[src/rtl/dbus_uncached_bridge_pkg.sv]
// Shared bus types and constants for the uncached data-bus bridge.
// Defines the CPU data bus, the single-beat cache bus and the bridge state encoding.
package dbus_uncached_bridge_pkg;

    typedef logic [1:0]  u2;
    typedef logic [7:0]  u8;
    typedef logic [63:0] u64;

    typedef enum logic [2:0] {
        MSIZE1 = 3'd0,
        MSIZE2 = 3'd1,
        MSIZE4 = 3'd2,
        MSIZE8 = 3'd3
    } msize_t;

    // Encoded as beats minus one, AXI style.
    typedef enum logic [7:0] {
        MLEN1  = 8'd0,
        MLEN2  = 8'd1,
        MLEN4  = 8'd3,
        MLEN8  = 8'd7,
        MLEN16 = 8'd15
    } mlen_t;

    typedef enum logic [1:0] {
        AXI_BURST_FIXED = 2'd0,
        AXI_BURST_INCR  = 2'd1,
        AXI_BURST_WRAP  = 2'd2
    } axi_burst_type_t;

    localparam int unsigned WD_LIMIT_DEFAULT = 1024;

    typedef struct packed {
        logic   valid;
        u64     addr;
        msize_t size;
        u8      strobe;
        u64     data;
    } dbus_req_t;

    typedef struct packed {
        logic addr_ok;
        logic data_ok;
        u64   data;
    } dbus_resp_t;

    typedef struct packed {
        logic            valid;
        logic            is_write;
        msize_t          size;
        u64              addr;
        u8               strobe;
        u64              data;
        mlen_t           len;
        axi_burst_type_t burst;
    } cbus_req_t;

    typedef struct packed {
        logic ready;
        logic last;
        u64   data;
    } cbus_resp_t;

    typedef enum u2 {BR_IDLE, BR_BUSY, BR_DONE} bridge_state_t;

    function automatic logic is_write_req(input u8 strobe);
        return |strobe;
    endfunction

endpackage

[src/rtl/dbus_uncached_bridge_sat_counter.sv]
// Saturating up-counter with synchronous clear; flags when the limit is reached.
module sat_counter #(
    parameter int unsigned Width = 32,
    parameter int unsigned Limit = 1024
) (
    input  logic clk,
    input  logic reset,
    input  logic clear,
    input  logic enable,
    output logic at_limit
);

    localparam logic [Width-1:0] LimitW = Width'(Limit);

    logic [Width-1:0] count_q;

    always_ff @(posedge clk) begin
        if (reset || clear) begin
            count_q <= '0;
        end else if (enable && (count_q != LimitW)) begin
            count_q <= count_q + Width'(1);
        end
    end

    assign at_limit = (count_q == LimitW);

endmodule

[src/rtl/dbus_uncached_bridge.sv]
// Uncached data-bus bridge: turns one CPU data request into a single-beat cache-bus
// transaction, one outstanding at a time, with a sticky stall/protocol error flag.
module dbus_uncached_bridge
    import dbus_uncached_bridge_pkg::*;
#(
    parameter int unsigned WD_LIMIT = WD_LIMIT_DEFAULT
) (
    input  logic       clk,
    input  logic       reset,
    input  dbus_req_t  dreq,
    output dbus_resp_t dresp,
    output cbus_req_t  creq,
    input  cbus_resp_t cresp,
    output logic       wd_err
);

    bridge_state_t state_q;
    cbus_req_t     creq_q;
    u64            rdata_q;
    logic          wd_err_q;

    logic accept;
    logic beat_done;
    logic beat_bad;
    logic wd_en;
    logic wd_at_limit;

    assign accept    = (state_q == BR_IDLE) && dreq.valid;
    assign beat_done = (state_q == BR_BUSY) && cresp.ready && cresp.last;
    assign beat_bad  = (state_q == BR_BUSY) && cresp.ready && !cresp.last;
    assign wd_en     = (state_q == BR_BUSY) && !beat_done;

    sat_counter #(
        .Width (32),
        .Limit (WD_LIMIT)
    ) u_wd_counter (
        .clk      (clk),
        .reset    (reset),
        .clear    (accept),
        .enable   (wd_en),
        .at_limit (wd_at_limit)
    );

    always_ff @(posedge clk) begin
        if (reset) begin
            state_q  <= BR_IDLE;
            creq_q   <= '0;
            rdata_q  <= '0;
            wd_err_q <= 1'b0;
        end else begin
            if (wd_at_limit || beat_bad) begin
                wd_err_q <= 1'b1;
            end
            unique case (state_q)
                BR_IDLE: begin
                    if (dreq.valid) begin
                        state_q         <= BR_BUSY;
                        creq_q.valid    <= 1'b1;
                        creq_q.is_write <= is_write_req(dreq.strobe);
                        creq_q.size     <= dreq.size;
                        creq_q.addr     <= dreq.addr;
                        creq_q.strobe   <= dreq.strobe;
                        creq_q.data     <= dreq.data;
                        creq_q.len      <= MLEN1;
                        creq_q.burst    <= AXI_BURST_FIXED;
                    end
                end
                BR_BUSY: begin
                    // A beat without last is a protocol error; it is dropped and we keep waiting.
                    if (beat_done) begin
                        rdata_q <= cresp.data;
                        creq_q  <= '0;
                        state_q <= BR_DONE;
                    end
                end
                BR_DONE: begin
                    state_q <= BR_IDLE;
                end
                default: begin
                    state_q <= BR_IDLE;
                    creq_q  <= '0;
                end
            endcase
        end
    end

    always_comb begin
        dresp = '0;
        if (state_q == BR_DONE) begin
            dresp.addr_ok = 1'b1;
            dresp.data_ok = 1'b1;
            dresp.data    = rdata_q;
        end
    end

    assign creq   = creq_q;
    // Counter output is itself a register, so the flag shows up the cycle the limit is hit.
    assign wd_err = wd_err_q | wd_at_limit;

endmodule
[config.mk]
export PLATFORM = sky130hd
export DESIGN_NAME = dbus_uncached_bridge
export DESIGN_NICKNAME = d
export VERILOG_FILES = /design/src/rtl/dbus_uncached_bridge_pkg.sv /design/src/rtl/dbus_uncached_bridge_sat_counter.sv /design/src/rtl/dbus_uncached_bridge.sv
export SDC_FILE = /design/constraint.sdc
export NUM_CORES = 1
export LEC_CHECK = 0
export ABC_AREA = 1
export CAP_MARGIN = 20
export CORE_MARGIN = 3
export CORE_UTILIZATION = 40
export CTS_BUF_LIST = sky130_fd_sc_hd__clkbuf_8
export CTS_CLUSTER_DIAMETER = 40
export DETAILED_ROUTE_END_ITERATION = 6
export GPL_TIMING_DRIVEN = 0
export PLACE_DENSITY = 0.7
export SLEW_MARGIN = 40
export SYNTH_ARGS = -nofsm -noshare
export SYNTH_HDL_FRONTEND = slang
export SYNTH_HIERARCHICAL = 1
export SYNTH_SLANG_ARGS = --single-unit
export TNS_END_PERCENT = 10
[constraint.sdc]
create_clock -name clk -period 2.4 [get_ports clk]
set_input_delay 0.24 -clock clk [delete_from_list [all_inputs] [get_ports clk]]
set_output_delay 0.24 -clock clk [all_outputs]
set_load 0.01 [all_outputs]
# == Yosys cells after proc, flatten, opt, wreduce, memory -nomap -nowiden ==
# Index checks and enable logic that the tools add are counted.
# totals
register_bits,250
inputBits,208
out_inout_bits,218
word_cells,43
# op_classes
n_addsub,1
eq_ne,6
mux,7
bitwise_logic,2
reduce_logical,15
# op_table
operator,count
$pmux W151 S3,1
$mux W151,2
$mux W66,1
$add A32 B1 Y32 const B,1
$eq A32 B11 Y1 const B,1
$ne A32 B11 Y1 const B,1
$reduce_or A8 Y1,1
$logic_and A1 B1 Y1,6
$mux W2,2
$ne A2 B2 Y1 const B,2
$pmux W2 S2,1
$reduce_and A2 Y1,2
$reduce_and A3 Y1,1
$eq A2 B1 Y1 const B,1
$eq A2 B2 Y1 const B,1
$logic_not A1 Y1,2
$logic_not A2 Y1,1
$logic_or A1 B1 Y1,2
$not A1 Y1,1
$or A1 B1 Y1,1

# == Logic depth before layout (Yosys ltp) ==
# depth
word_depth,6
ltp_mapped,12
mapped_depth_nobuf,11

# == By module ==
# Netlist, hierarchy kept.
# by_module_without_submodules
mod,instances,cells_per_inst,area_per_inst_um2,seq_area_each_um2
dbus_uncached_bridge,1,1599,9962.1,4164.0
sat_counter,1,428,2408.6,640.6

# == Least setup slack after synthesis ==
# Ideal clock, no wire load.
# synth_timing
path_type,register to register
from,reg state_q[0]
to,reg u_wd_counter.count_q[19]
setup_ns,0.070
arrival_ns,2.046
required_ns,2.330
slack_ns,0.284
path_stages_with_launch,13
n_path_buf,4
synth_period_minus_slack_ns,2.116
cell_sequence,dfxtp_1 -> inv_2 -> nor2_1 -> o21ai_2 -> clkbuf_1 -> buf_2 -> inv_1 -> clkbuf_1 -> inv_1 -> nor2_2 -> buf_4 -> nand2_1 -> a21oi_1
# synth_via
elab_chain_cells,6
word_cells_on_any_way,9
cone_classes,1 x eq/ne; 8 x reduce/logical
# synth_rtl
element,line_no,source
start: declaration,dbus_uncached_bridge.sv:17,bridge_state_t state_q;
start signal: assignment,dbus_uncached_bridge.sv:46,state_q <= BR_IDLE;
start signal: assignment,dbus_uncached_bridge.sv:57,state_q <= BR_BUSY;
start signal: assignment,dbus_uncached_bridge.sv:73,state_q <= BR_DONE;
$eq A2 B1 Y1 *,"dbus_uncached_bridge.sv:29, dbus_uncached_bridge.sv:31",
$logic_and A1 B1 Y1 (2 in series),dbus_uncached_bridge.sv:29,assign beat_done = (state_q == BR_BUSY) && cresp.ready && cresp.last;
$logic_not A1 Y1,dbus_uncached_bridge.sv:31,assign wd_en = (state_q == BR_BUSY) && !beat_done;
$logic_and A1 B1 Y1 *,dbus_uncached_bridge.sv:31,
via wd_en,dbus_uncached_bridge.sv:25,logic wd_en;
$logic_and A1 B1 Y1 *,dbus_uncached_bridge_sat_counter.sv:20,end else if (enable && (count_q != LimitW)) begin
end signal: assignment,dbus_uncached_bridge_sat_counter.sv:21,count_q <= count_q + Width'(1);
end: declaration,dbus_uncached_bridge_sat_counter.sv:15,logic [Width-1:0] count_q;
# Mark *: on every way through the listed nets, which the timed path passes. The rest lies on a longest branch.
# A chain may end at the register's enable or synchronous reset.

# == Final worst setup path ==
# layout_timing
from,in cresp[64] (netlist name)
to,reg u_wd_counter.count_q[16]
# layout_via
elab_chain_cells,4
# layout_rtl
element,line_no,source
start: declaration,dbus_uncached_bridge.sv:13,"input cbus_resp_t cresp,"
$logic_and A1 B1 Y1,dbus_uncached_bridge.sv:29,
$logic_not A1 Y1,dbus_uncached_bridge.sv:31,
$logic_and A1 B1 Y1,dbus_uncached_bridge.sv:31,
via wd_en,dbus_uncached_bridge.sv:25,
$logic_and A1 B1 Y1,dbus_uncached_bridge_sat_counter.sv:20,
# The timed path passes the listed nets, and every way through them passes these cells.

==> out/qor.tcl <==
set qor(run_status) {complete, no violations}
set qor(clkLatencyLatePin_ns) 0.55
set qor(netlist.area_leader.share) 0.388
set qor(grt_pass1_wl_mm) 70.0
set qor(synthArstFlopShare) 0
set qor(number_of_buffers_inserted_during_clock_tree_synthesis) 48
set qor(vdd_drop_max_mv) 0.407
set qor(post_synth_instance_area_um2) 12400
set qor(gpl.final_weighted_congestion) 0.928
set qor(post_route_cells_drive_above_1_share) 0.103
set qor(cts.sinks) 240
set qor(wl_per_cell_um) 16.0
set qor(number_of_global_route_vias_before_repair) 12695
set qor(synth_area_per_cell_um2) 6.10
set qor(critPathCaptureType) {flip-flop}
set qor(power_density_nw_per_um2) 641
set qor(cts-hold-fix-buffers) 0
set qor(crit_fanout) 10
set qor(globalRouteTotalUtil) 0.267
set qor(synth_seq_area_share) 0.388
set qor(place_area_um2) 17000
set qor(rsz_0062_raised_after_global_routing) {no}
set qor(fillers) 2910
set qor(synth_top_cells_by_area) {dfxtp_1 (39%), nand2_1 (17%), nor2_1 (9.6%)}
set qor(maximum_capacitance_violations) 0
set qor(tritoncts) {built}
set qor(finalHoldViolCount) 0
set qor(reg2reg_setup_slack_ns) 0.12
set qor(period_needed_ns) 2.28
set qor(worstReg2RegStart) {state_q[0]}
set qor(cp-start-kind) {input pin}
set qor(io_buffers) 415
set qor(synth-warning-count) 6
set qor(die_height_um) 182
set qor(layout.cells.most_common_list) {nand2_1 (569), clkdlybuf4s50_1 (348), inv_1 (313), nor2_1 (312), dfxtp_1 (238)}
set qor(dpl.hpwl_mm) 36.4
set qor(detail-route-antenna-nets) 0
set qor(via_count) 13770
set qor(largest_net_degree_at_the_start_of_global_routing) 12
set qor(maxClockFrequency_ghz) 0.439
set qor(cts_buffer_depth) 3
set qor(nets) 2713
set qor(clk_transition_reported_paths_ns) 0.06
set qor(flip_flop_and_latch_count_after_synthesis) 240
set qor(die_outline_area_um2) 33100
set qor(cp_data_arrival_time_ns) 2.69
set qor(setup_viol) 0
set qor(worst_clock_skew_on_the_final_layout_ns) 0.0231
set qor(holdCritPathClass) {in2reg}
set qor(postSynth.topFlopCell) {dfxtp_1}
set qor(worst_r2r_path_depth) 11
set qor(coreArea_um2) 30000
set qor(hold_ws_ns) 0.307
set qor(starting_density_of_the_core) 0.412
set qor(relSlewSlack) 0.454
set qor(row_count) 63
set qor(synth_largest_area_cell) {dfxtp_1}
set qor(die_w_um) 182
set qor(min_from) {cresp[35]}
set qor(htree_num_levels) 2
set qor(syn-instance-count) 2027
set qor(final_design_instance_area_without_fill_um2) 18200
set qor(fin_tns_setup_ns) 0
set qor(period_share) 0.949
set qor(min_to) {rdata_q[35]}
set qor(most_frequent_standard_cell_in_the_layout_excluding_fill_and_tap_cells) {nand2_1}
set qor(whs_path_depth) 3
set qor(power.leakage_nw) 8.71
set qor(route.detailed.drc) 0
set qor(number_of_drc_violations_after_detailed_routing_iteration_0) 782
set qor(cp.required_ns) 2.81
set qor(routed_via_density) 4.70
set qor(routed_wirelength_mm) 46.8
set qor(timing.rr.end) {u_wd_counter/count_q[16]}
set qor(criticalPathCategory) {in2reg}
set qor(tightest_slew_ns) 0.819
set qor(drtPass1Iterations) 5
set qor(report.final.slew_viol_count) 0
set qor(total_power_mw) 11.6
set qor(global_route.overflow_total) 0
set qor(cts_root_buffer) {clkbuf_8}
set qor(design.portCount) 426
set qor(antenna_found_initial) 5
set qor(area.growth.synth_to_final_pct) 46.8
set qor(synth-edff-count) 0
set qor(yosys.cell_types.count) 28
-- cell usage after synthesis (4+ instances only) --
master	number
nand2_1	570
nor2_1	318
inv_1	304
dfxtp_1	240
nand4_1	133
inv_2	93
a21oi_1	91
clkbuf_1	82
o21ai_0	70
nand3_1	39
buf_2	28
buf_4	14
buf_1	8
nor2_2	8
nor2_4	6
xor2_1	4
-- repair_timing --
item,4_1_cts,5_1_grt
resized for setup,106,5
endpoints found under the setup margin,99,53
pin swaps,1,1
buffers inserted,1,2
-- worst max-delay path, stage by stage --
cell,delay (ns)
clkdlybuf4s50_1,0.50
inv_2,0.07
o21ai_4,0.47
clkbuf_4,0.34
buf_2,0.25
clkinvlp_4,0.25
inv_1,0.16
nor2_4,0.07
buf_4,0.18
nand2_1,0.08
a21oi_1,0.06
-- state kept, by name, summed over array words and instances, names as in the netlist --
signal,cells
creq,141
rdata_q,64
state_q,2
u_wd_counter/count_q,32
wd_err_q,1
-- routing by layer --
metal | vias to the layer above | wire length, um | track usage
met5 | - | 24 | 0
met4 | 4 | 2060 | 0.123
met3 | 116 | 4340 | 0.0779
met2 | 555 | 21500 | 0.444
met1 | 6051 | 18900 | 0.317
li1 | 7044 | - | -
-- cells by family after synthesis --
group / count (synthesis) / synth area share
adders and majority gates: 2 / 0.00202
and+or+nand+nor: 1081 / 0.367
DFF: 240 / 0.388
AOI/OAI and AO/OA: 163 / 0.0664
xor gates and xnor gates: 7 / 0.00496
other: 1 / 0.000303
buffers and inverters: 533 / 0.171
-- final cells by class --
| type | instances | area, um^2 | area share |
|---|---|---|---|
| antenna | 3 | 7.51 | 0.000413 |
| clock inverter | 19 | 164 | 0.00902 |
| sequential | 240 | 4810 | 0.265 |
| multi-input combinational | 1263 | 5550 | 0.305 |
| tap | 390 | 488 | 0.0269 |
| buffer | 134 | 679 | 0.0374 |
| inverter | 398 | 1500 | 0.0827 |
| timing repair buffer | 418 | 4100 | 0.226 |
| clock buffer | 63 | 867 | 0.0477 |
-- worst max-delay path by stage --
| stage | start | to | slack (ns) | depth (start not counted) |
|---|---|---|---|---|
| after floorplan | state_q[0] | u_wd_counter/count_q[19] | 0.28 | 12 |
| after global placement | cresp[64] | u_wd_counter/count_q[18] | -0.80 | 12 |
| after detailed placement | cresp[64] | u_wd_counter/count_q[21] | -0.85 | 11 |
| after CTS | u_wd_counter/count_q[10] | wd_err | -0.18 | 8 |
| after global routing | state_q[0] | u_wd_counter/count_q[26] | 0.0007 | 11 |
| final | cresp[64] | u_wd_counter/count_q[16] | 0.12 | 11 |
-- through the flow --
stage	setup WS (ns)	util	instances
after floorplan	0.284	-	2036
after global placement	-0.804	0.568	2841
after detailed placement	-0.850	0.568	2841
after CTS	-0.180	0.603	2923
after global routing	0.000682	0.605	2928
final	0.122	0.605	2928
-- power breakdown --
part	switching, mW	internal [mW]
Combinational	1.45	1.26
Sequential	0.161	4.31
Clock	1.81	2.65
Note: power is estimated with default switching activity, not from simulation.
